### src/rtl/kmeans_pkg.sv
// kmeans_pkg: shared state encoding and constants for the k-means control slice
package kmeans_pkg;
  typedef enum logic [2:0] {
    S_IDLE, S_CLEAR, S_STREAM, S_DRAIN, S_RDACC, S_DIV, S_UPDATE, S_FINISH
  } state_t;
  localparam int PIPE_LATENCY = 5;
  localparam int CIDX_W = 2;
endpackage

### src/rtl/kmeans_k3n2_control_div.sv
// kmeans_div_seq: restoring divider, one quotient bit per cycle, floor(dividend/divisor)
module kmeans_div_seq #(
  parameter int DVD_W = 16,
  parameter int DVR_W = 8,
  parameter int QUO_W = DVD_W
) (
  input  logic             clk,
  input  logic             rst,
  input  logic             div_start,
  input  logic [DVD_W-1:0] dividend,
  input  logic [DVR_W-1:0] divisor,
  output logic             div_done,
  output logic [QUO_W-1:0] quotient
);
  localparam int CW = $clog2(DVD_W + 1);
  logic [CW-1:0]    r_cnt;
  logic [DVR_W-1:0] r_rem, r_dvr;
  logic [DVD_W-1:0] r_q;
  logic             r_done;
  logic [DVR_W:0]   w_sh;
  logic [DVR_W+1:0] w_diff;
  logic             w_ge;
  assign w_sh   = {r_rem, r_q[DVD_W-1]};
  assign w_diff = {1'b0, w_sh} - {2'b00, r_dvr};
  assign w_ge   = ~w_diff[DVR_W+1];
  always_ff @(posedge clk or negedge rst)
    if (!rst) begin
      r_cnt  <= '0;
      r_rem  <= '0;
      r_dvr  <= '0;
      r_q    <= '0;
      r_done <= 1'b0;
    end else begin
      r_done <= 1'b0;
      if (div_start) begin
        r_rem <= '0;
        r_q   <= dividend;
        r_dvr <= divisor;
        r_cnt <= CW'(DVD_W);
      end else if (r_cnt != '0) begin
        r_rem  <= w_ge ? w_diff[DVR_W-1:0] : w_sh[DVR_W-1:0];
        r_q    <= {r_q[DVD_W-2:0], w_ge};
        r_cnt  <= r_cnt - 1'b1;
        r_done <= r_cnt == CW'(1);
      end
    end
  assign div_done = r_done;
  assign quotient = r_q[QUO_W-1:0];
endmodule

### src/rtl/kmeans_k3n2_control.sv
// kmeans_k3n2_control: iteration sequencer for the 3-centroid, 2-dimension k-means datapath
module kmeans_k3n2_control
  import kmeans_pkg::*;
#(
  parameter int input_data_width         = 8,
  parameter int input_data_qty           = 255,
  parameter int input_data_qty_bit_width = 8,
  parameter int acc_width                = 16,
  parameter int pipe_latency             = PIPE_LATENCY,
  parameter int max_iterations           = 16,
  parameter int iter_width               = 5,
  parameter logic [input_data_width-1:0] k0_d0_initial = 0,
  parameter logic [input_data_width-1:0] k0_d1_initial = 0,
  parameter logic [input_data_width-1:0] k1_d0_initial = 1,
  parameter logic [input_data_width-1:0] k1_d1_initial = 1,
  parameter logic [input_data_width-1:0] k2_d0_initial = 2,
  parameter logic [input_data_width-1:0] k2_d1_initial = 2
) (
  input  logic                                clk,
  input  logic                                rst,
  input  logic                                start,
  output logic                                busy,
  output logic                                done,
  output logic                                converged,
  output logic [iter_width-1:0]               iteration_count,
  output logic [input_data_qty_bit_width-1:0] input_ram_rd_address,
  output logic                                acc_clear,
  output logic                                acc_enable,
  output logic                                rd_acc_en,
  output logic [CIDX_W-1:0]                   rd_acc_centroid,
  input  logic [acc_width-1:0]                acc0_in,
  input  logic [acc_width-1:0]                acc1_in,
  input  logic [input_data_qty_bit_width-1:0] acc_counter_in,
  output logic [input_data_width-1:0]         k0d0,
  output logic [input_data_width-1:0]         k0d1,
  output logic [input_data_width-1:0]         k1d0,
  output logic [input_data_width-1:0]         k1d1,
  output logic [input_data_width-1:0]         k2d0,
  output logic [input_data_width-1:0]         k2d1
);
  localparam int DW = input_data_width;
  localparam int QW = input_data_qty_bit_width;
  localparam logic [QW-1:0] LAST_ADDR = QW'(input_data_qty - 1);
  localparam logic [iter_width-1:0] ITER_CAP = iter_width'(max_iterations);
  localparam logic [2:0][1:0][DW-1:0] INIT = {k2_d1_initial, k2_d0_initial,
    k1_d1_initial, k1_d0_initial, k0_d1_initial, k0_d0_initial};
  state_t                  r_state, w_nxt;
  logic [QW-1:0]           r_addr;
  logic [pipe_latency-1:0] r_sr, w_sr_nxt;
  logic [CIDX_W-1:0]       r_idx;
  logic [2:0][1:0][DW-1:0] r_k, r_new;
  logic [iter_width-1:0]   r_iter;
  logic                    r_conv;
  logic                    w_div_start, w_done0, w_done1, w_div_done;
  logic [DW-1:0]           w_q0, w_q1;
  logic                    w_empty, w_last_idx, w_same, w_stream_last;
  assign w_empty       = acc_counter_in == '0;
  assign w_last_idx    = r_idx == CIDX_W'(2);
  assign w_same        = r_new == r_k;
  assign w_stream_last = r_addr == LAST_ADDR;
  assign w_div_start   = (r_state == S_RDACC) && !w_empty;
  assign w_div_done    = w_done0 && w_done1;
  // bit 0 marks an address issued this cycle; the top bit lines up with its pipeline result
  assign w_sr_nxt      = pipe_latency'({r_sr, r_state == S_STREAM});
  kmeans_div_seq #(.DVD_W(acc_width), .DVR_W(QW), .QUO_W(DW)) u_div0 (
    .clk(clk), .rst(rst), .div_start(w_div_start), .dividend(acc0_in),
    .divisor(acc_counter_in), .div_done(w_done0), .quotient(w_q0)
  );
  kmeans_div_seq #(.DVD_W(acc_width), .DVR_W(QW), .QUO_W(DW)) u_div1 (
    .clk(clk), .rst(rst), .div_start(w_div_start), .dividend(acc1_in),
    .divisor(acc_counter_in), .div_done(w_done1), .quotient(w_q1)
  );
  always_ff @(posedge clk or negedge rst)
    if (!rst) r_state <= S_IDLE;
    else r_state <= w_nxt;
  always_comb begin
    w_nxt      = r_state;
    busy       = r_state != S_IDLE;
    done       = r_state == S_FINISH;
    acc_clear  = r_state == S_CLEAR;
    rd_acc_en  = r_state == S_RDACC;
    acc_enable = r_sr[pipe_latency-1];
    case (r_state)
      S_IDLE:   w_nxt = start ? S_CLEAR : S_IDLE;
      S_CLEAR:  w_nxt = S_STREAM;
      S_STREAM: w_nxt = w_stream_last ? S_DRAIN : S_STREAM;
      S_DRAIN:  w_nxt = (w_sr_nxt == '0) ? S_RDACC : S_DRAIN;
      S_RDACC:  w_nxt = !w_empty ? S_DIV : (w_last_idx ? S_UPDATE : S_RDACC);
      S_DIV:    w_nxt = !w_div_done ? S_DIV : (w_last_idx ? S_UPDATE : S_RDACC);
      S_UPDATE: w_nxt = (w_same || r_iter + 1'b1 == ITER_CAP) ? S_FINISH : S_CLEAR;
      S_FINISH: w_nxt = S_IDLE;
      default:  w_nxt = S_IDLE;
    endcase
  end
  always_ff @(posedge clk or negedge rst)
    if (!rst) begin
      r_addr <= '0;
      r_sr   <= '0;
      r_idx  <= '0;
      r_k    <= INIT;
      r_new  <= '0;
      r_iter <= '0;
      r_conv <= 1'b0;
    end else begin
      r_sr <= w_sr_nxt;
      case (r_state)
        S_IDLE: if (start) begin
          r_k    <= INIT;
          r_iter <= '0;
          r_conv <= 1'b0;
        end
        S_CLEAR: begin
          r_addr <= '0;
          r_idx  <= '0;
        end
        S_STREAM: if (!w_stream_last) r_addr <= r_addr + 1'b1;
        S_RDACC: if (w_empty) begin
          r_new[r_idx] <= r_k[r_idx];
          if (!w_last_idx) r_idx <= r_idx + 1'b1;
        end
        S_DIV: if (w_div_done) begin
          r_new[r_idx] <= {w_q1, w_q0};
          if (!w_last_idx) r_idx <= r_idx + 1'b1;
        end
        S_UPDATE: begin
          r_k    <= r_new;
          r_iter <= r_iter + 1'b1;
          if (w_same) r_conv <= 1'b1;
        end
        default: ;
      endcase
    end
  assign converged            = r_conv;
  assign iteration_count      = r_iter;
  assign input_ram_rd_address = r_addr;
  assign rd_acc_centroid      = r_idx;
  assign k0d0 = r_k[0][0];
  assign k0d1 = r_k[0][1];
  assign k1d0 = r_k[1][0];
  assign k1d1 = r_k[1][1];
  assign k2d0 = r_k[2][0];
  assign k2d1 = r_k[2][1];
endmodule

### config.mk
export PLATFORM = sky130hd
export DESIGN_NAME = kmeans_k3n2_control
export DESIGN_NICKNAME = d
export VERILOG_FILES = /design/src/rtl/kmeans_pkg.sv /design/src/rtl/kmeans_k3n2_control_div.sv /design/src/rtl/kmeans_k3n2_control.sv
export SDC_FILE = /design/constraint.sdc
export NUM_CORES = 1
export LEC_CHECK = 0
export ABC_CLOCK_PERIOD_IN_PS = 5500
export BUFFER_PORTS_ARGS = -buffer_cell sky130_fd_sc_hd__buf_2
export CORE_MARGIN = 2
export CORE_UTILIZATION = 50
export DETAILED_ROUTE_END_ITERATION = 10
export HOLD_SLACK_MARGIN = 0.1
export PLACE_DENSITY = 0.67
export SLEW_MARGIN = 20
export SYNTH_ARGS = -nofsm -noshare
export SYNTH_HDL_FRONTEND = slang
export SYNTH_HIERARCHICAL = 1
export SYNTH_SLANG_ARGS = --single-unit
### constraint.sdc
create_clock -name clk -period 5.5 [get_ports clk]
set_clock_uncertainty 0.2 [all_clocks]
set_input_delay 0.275 -clock clk [delete_from_list [all_inputs] [get_ports clk]]
set_output_delay 0.275 -clock clk [all_outputs]
set_load 0.02 [all_outputs]
# --- Word level (Yosys, flattened, before mapping) ---
# Index checks and enable logic that the tools add are counted.
totals:
  reg_bits: 188
  wordCells: 126
  inputBits: 43
  output_inout_bits: 69
op_classes:
  n_reduce_logical: 22
  n_mux: 48
  n_bitwise: 2
  magnitude_cmp: 2
  add_sub_neg: 7
  eq_ne: 18
ops:
  columns: ["cell", "count"]
  rows:
  - ["case mux 48 bit (2 select lines)", 2]
  - ["two-way mux 48 bit", 3]
  - ["bitwise mux 48 bit", 2]
  - ["two-way mux 16 bit", 6]
  - ["two-way mux 8 bit", 7]
  - ["== test 48 bit", 1]
  - ["binary-select mux 16 bit (select 2 bit)", 1]
  - ["demux 16 bit (select 2 bit)", 1]
  - ["two-way mux 5 bit", 5]
  - ["case mux 3 bit (8 select lines)", 1]
  - ["subtractor 9 x 8 -> 10 bit", 2]
  - ["case mux 8 bit (2 select lines)", 1]
  - ["== test 3 bit (second input constant)", 4]
  - ["== test 5 x 1 -> 1 bit (second input constant)", 2]
  - ["two-way mux 2 bit", 5]
  - ["case mux 5 bit (2 select lines)", 1]
  - ["nonzero test 2 bit", 5]
  - ["nonzero test 5 bit", 2]
  - ["subtractor 5 x 1 -> 5 bit (second input constant)", 2]
  - ["two-way mux 3 bit", 3]
  - ["AND reduction 3 bit", 3]
  - ["adder 8 x 1 -> 8 bit (second input constant)", 1]
  - ["== test 8 bit (second input constant)", 1]
  - ["zero test 8 bit", 1]
  - ["other kinds (21)", 37]

# --- Depth between registers and ports, before layout ---
depth:
  depth_word: 7
  depth_mapped: 9
  ltp_nobuf: 9

# --- By module ---
# The synthesis kept the hierarchy.
modules_own_cells:
  columns: ["module", "area_each_um2", "cells_per_inst", "instances", "seq_area_each_um2"]
  rows:
  - ["kmeans_k3n2_control", 5735.5, 491, 1, 3007.9]
  - ["kmeans_div_seq (u_div1)", 2182.1, 229, 1, 950.9]
  - ["kmeans_div_seq (u_div0)", 2165.8, 230, 1, 950.9]

# --- Least setup slack after synthesis ---
# OpenSTA, ideal clock, no wires.
synth_timing:
  path_kind: "flip-flop to flip-flop"
  startpoint: "register r_idx[1], in the netlist rd_acc_centroid[1]"
  endpoint: "register r_new[16] (netlist bit)"
  stages_incl_launch_ff: 8
  synth_period_minus_slack_ns: 2.232
  setup_ns: 0.128
  path_slack_ns: 3.268
  n_path_buf: 3
  required_time_ns: 5.172
  arrival_time_ns: 1.905
  cell_sequence: "dfrtp_1 -> buf_2 -> buf_2 -> inv_1 -> ha_1 -> nand2_4 -> buf_4 -> mux2_1"
synth_between:
  elab_chain_len: 7
  word_cells_on_any_way: 12
  cone_classes: "order compare (2); mux (9); reduce/logical (1)"
synth_rtl:
  columns: ["item", "line_no", "rtl"]
  rows:
  - ["start: declaration", "kmeans_k3n2_control.sv:50", "logic [CIDX_W-1:0] r_idx;"]
  - ["start signal: assignment", "kmeans_k3n2_control.sv:119", "if (!w_last_idx) r_idx <= r_idx + 1'b1;"]
  - ["start signal: assignment", "kmeans_k3n2_control.sv:123", "if (!w_last_idx) r_idx <= r_idx + 1'b1;"]
  - ["< comparator 2 x 3 -> 1 bit (implied by the code) or >= comparator 2 x 1 -> 1 bit (tied branches)", "kmeans_k3n2_control.sv:118, kmeans_k3n2_control.sv:122", null]
  - ["logical AND 1 bit (implied by the code)", "kmeans_k3n2_control.sv:118, kmeans_k3n2_control.sv:122", null]
  - ["two-way mux 16 bit (implied by the code)", "kmeans_k3n2_control.sv:118, kmeans_k3n2_control.sv:122", null]
  - ["demux 16 bit (select 2 bit)", "kmeans_k3n2_control.sv:118, kmeans_k3n2_control.sv:122", null]
  - ["bitwise mux 48 bit (on tied branches)", "kmeans_k3n2_control.sv:122, kmeans_k3n2_control.sv:118", null]
  - ["two-way mux 48 bit (on tied branches)", "kmeans_k3n2_control.sv:121, kmeans_k3n2_control.sv:117", null]
  - ["case mux 48 bit (2 select lines) *", "kmeans_k3n2_control.sv:106", "case (r_state)"]
  - ["end signal: indexed assignment", "kmeans_k3n2_control.sv:118", "r_new[r_idx] <= r_k[r_idx];"]
  - ["end signal: indexed assignment", "kmeans_k3n2_control.sv:122", "r_new[r_idx] <= {w_q1, w_q0};"]
  - ["end: declaration", "kmeans_k3n2_control.sv:51", "logic [2:0][1:0][DW-1:0] r_k, r_new;"]
# Mark *: on every way between the ends. The rest lies on a longest branch, timed or not. The select of a mux whose other input is x is not followed.
# A chain may end at the register's enable or synchronous reset.

# --- Final worst setup path ---
layout_timing:
  startpoint: "register r_state[1]"
  endpoint: "register r_idx[0], in the netlist rd_acc_centroid[0]"
layout_between:
  elab_chain_len: 3
  word_cells_on_any_way: 8
  cone_classes: "eq/ne (5); mux (1); reduce/logical (2)"
layout_rtl:
  columns: ["item", "line_no", "rtl"]
  rows:
  - ["start: declaration", "kmeans_k3n2_control.sv:47", "state_t r_state, w_nxt;"]
  - ["start signal: assignment", "kmeans_k3n2_control.sv:75", "else r_state <= w_nxt;"]
  - ["== test 3 bit or == test 3 x 1 -> 1 bit (tied branches)", "kmeans_k3n2_control.sv:106", null]
  - ["!= test 2 bit (no line) (tied with other cells)", null, null]
  - ["AND reduction 3 bit (no line)", null, null]
# Parallel ways exist; a longest one is shown, timed or not.

==> summary.md <==
| Metric | Value |
|---|---|
| Post-DP HPWL | about 16,000 um |
| CTS tree | done |
| Syn avg cell area | roughly 11 um2 |
| CP peak stage delay | 0.67 ns |
| Total Routing Usage GR | about 23% |
| Clock slew seen by the registers of the worst setup and hold paths | ~0.070 ns |
| Area grow syn2layout | 17.1% |
| Number of global-route vias before repair | approximately 7,400 |
| Antenna violations before repair | 0 |
| Measured slew at the worst slew-check pin | 0.870 ns |
| VDD IR max | ~330 uV |
| Distinct cells, synth | 68 |
| Sequential area share after synthesis | 48.7% |
| H-tree levels | 4 |
| Endpoints failing hold | 0 |
| Port bufs | 111 |
| First-iteration detailed-routing DRC count | 607 |
| Core Util, Final | 60.1% |
| Post-CTS Setup Repair Bufs | 0 |
| Switching power | 2.41 mW |
| Row cnt | 51 |
| Final wirelength | 23,800 um |
| Placed cells | 1,275 |
| Worst skew pair latency | 0.44 ns |
| Fillers | ~1,700 |
| FFs w/ async S/R, synth | 100% |
| Yosys top cell by area | dfrtp_1 |
| Leak Pwr | ~5.5 nW |
| Worst path buffer plus inverter count | 1 |
| Routability Congestion | 0.830 |
| Period utilisation layout | 50.4% |
| Clock buffer depth | 2 |
| Post-CTS Resized | 0 |
| Synth Flop Type | dfrtp_1 |
| CP delay by family, top | simple AND/OR/NAND/NOR gates |
| Setup_tns | 0 ns |
| Fin. max-slew vios | 0 |
| Pwr dens | ~520 nW/um2 |
| Crit start category | register |
| Flop pwr share | 37.1% |
| Synth cell count leaders | dfrtp_1, nand2_1, nor2_1 |
| RSZ-0062 raised after global routing | false |
| Post-synthesis net count | roughly 1,000 |
| Max Clk Rate | 0.361 GHz |
| Synth top area cells | dfrtp_1, mux2i_1, xnor2_1, a22o_1, ha_1 |
| Post-route design area | 11,800 um2 |
| Critical Path AT | 2.88 ns |
| Final Power | between 6 and 7 mW |
| Starting density of the core | 51.3% |
| Slew headroom | 42.0% |
| Clock sinks | ~200 |
| Total I/O pin count | 112 |
| Most common cell in the netlist | dfrtp_1 |
| Sw Share | slightly below 40% |
| Area share of the largest cell type after synthesis | 47.6% |
| Via count | ~7,500 |
| Nets@finish | 1,144 |
| DIE AREA | 21,300 um2 |
| Int Pwr | 3.70 mW |
| Die height | 146 um |
| Wire per inst | 17.6 um |
| Clock root buffer | clkbuf_16 |
| Number of diodes | 0 |
| Worst path cell trace | nand3b_1 -> buf_4 -> a21oi_1 -> nor3_1 -> o21ai_1 -> a221o_1 |
| Syn Std Cell Area | 10,100 um2 |
| Clk pwr share | 20.9% |
| Final setup fails | 0 |
| Max-Cap Viols | 0 |
| Die span in x | 146 um |
| Total CTS buffers | 17 |
| Overflow after GRT | 0 |
| Critical Path RT | 5.61 ns |
| Critical Path End Type | register |
| Non-Filler Instances | 1,349 |
| Status | complete, no violations |
| Area of the core | 19,700 um2 |
| Tmin final | 2.77 ns |
| Routed Antenna Nets | 0 |
| Setup CP Type | register to register |
| Pre-Repair DR Iteration Count | 5 |
| Global-route wire length before repair | 39,400 um |
| Critical path's slowest cell | dfrtp_1 |
| Layout cells sized above 1 | 19.0% |
| Synthesized instance count | 950 |
| Largest net degree at the start of global routing | 126 |
| Largest fanout on the critical path | 29 |
| Number of flops mapped to enable cells by yosys | 0 |
| Class of the worst hold path | register to register |
| Comb pwr share | 42.0% |
| Post-CTS Hold Fix Bufs | between 40 and 50 |
| Post-Place Cell Area | about 11,000 um2 |
| DRC Markers | 0 |
| Via density | 5.59 |
| Flip-flop and latch count after synthesis | 196 |
| Yosys warning count | 6 |
## sequential cells by signal, summed over array words and instances (netlist names), 2 cells and up
register,count
k2d1,8
r_new,48
u_div0/r_q,16
u_div0/r_cnt,5
u_div0/r_rem,8
u_div1/r_rem,8
u_div1/r_q,16
u_div0/r_dvr,8
iteration_count,5
u_div1/r_dvr,8
k1d0,8
r_sr,5
u_div1/r_cnt,5
r_state,3
k2d0,8
k0d1,8
rd_acc_centroid,2
k0d0,8
input_ram_rd_address,8
k1d1,8
## stage by stage
stage,hold WS [ns],setup slack (ns)
floorplan,-0.221,3.27
global placement,0.114,2.65
global route,0.188,2.49
detailed placement,0.116,2.51
CTS,0.183,2.49
finish,0.179,2.73
## metal layers
layer / up-vias / routed length (um) / part of all wire, % / global-route usage (%)
met5: - / 0 / 0 / 0
met4: 0 / 276 / 1.2 / 6.65
met3: 20 / 1100 / 4.6 / 4.59
met2: 167 / 11600 / 49 / 37.3
met1: 3745 / 10800 / 45 / 31.7
li1: 3604 / - / - / -
## layout make-up
cell class | count | area [um2] | share of cell area [%]
flip-flops and latches | 196 | 4910 | 41.6
clock inverters | 12 | 140 | 1.19
multi-input cells | 659 | 4770 | 40.4
repair buffers | 163 | 1060 | 9.01
inverters | 34 | 128 | 1.08
clock buffers | 20 | 467 | 3.95
well taps | 265 | 332 | 2.81
## logic make-up (layout without fill, tap and decap cells)
group | count (synthesis) | count (layout) | share of synthesized area, %
multiplexers | 102 | 102 | 10.8
XOR/XNOR | 63 | 63 | 5.47
buffers and inverters | 95 | 229 | 4.39
AO/OA/AOI/OAI | 218 | 218 | 14.8
adder cells (fa/ha/maj) | 30 | 30 | 3.87
AND/OR/NAND/NOR | 246 | 246 | 11.9
flip-flops | 196 | 196 | 48.7
## power by group through the flow
stage	Clock, mW	Sequential (mW)	Combinational (mW)
floorplan	0	2.21	2.05
global placement	0	2.27	2.49
detailed placement	0	2.28	2.54
CTS	1.30	2.26	2.58
global route	1.37	2.33	2.90
finish	1.28	2.27	2.57
## cell usage in the layout (no fill, tap or decap), types with 10 or more instances in the layout
master,synthesis,routed
a22o_1,45,45
mux2i_1,50,50
a21oi_1,52,51
mux2_2,21,21
nor2_1,77,77
dfrtp_1,192,192
inv_1,34,34
buf_2,9,110
nand3_1,10,10
clkbuf_16,0,17
xnor2_1,52,52
dlygate4sd3_1,0,42
o21ai_0,66,66
nand4_1,16,16
nand2_1,84,84
mux2_1,29,29
ha_1,28,28
xor2_1,11,11
## worst paths after layout
check,start,end,slack (ns),cells past startpoint
max,r_state[1],rd_acc_centroid[0],2.73,6
min,r_sr[0],r_sr[1],0.18,0
max reg2reg,r_state[1],rd_acc_centroid[0],2.73,6
min reg2reg,r_sr[0],r_sr[1],0.18,0
max in group asynchronous,rst,k1d1[3],3.62,3
min in group asynchronous,rst,input_ram_rd_address[3],0.22,2
Power figures use the tool's default switching activity.
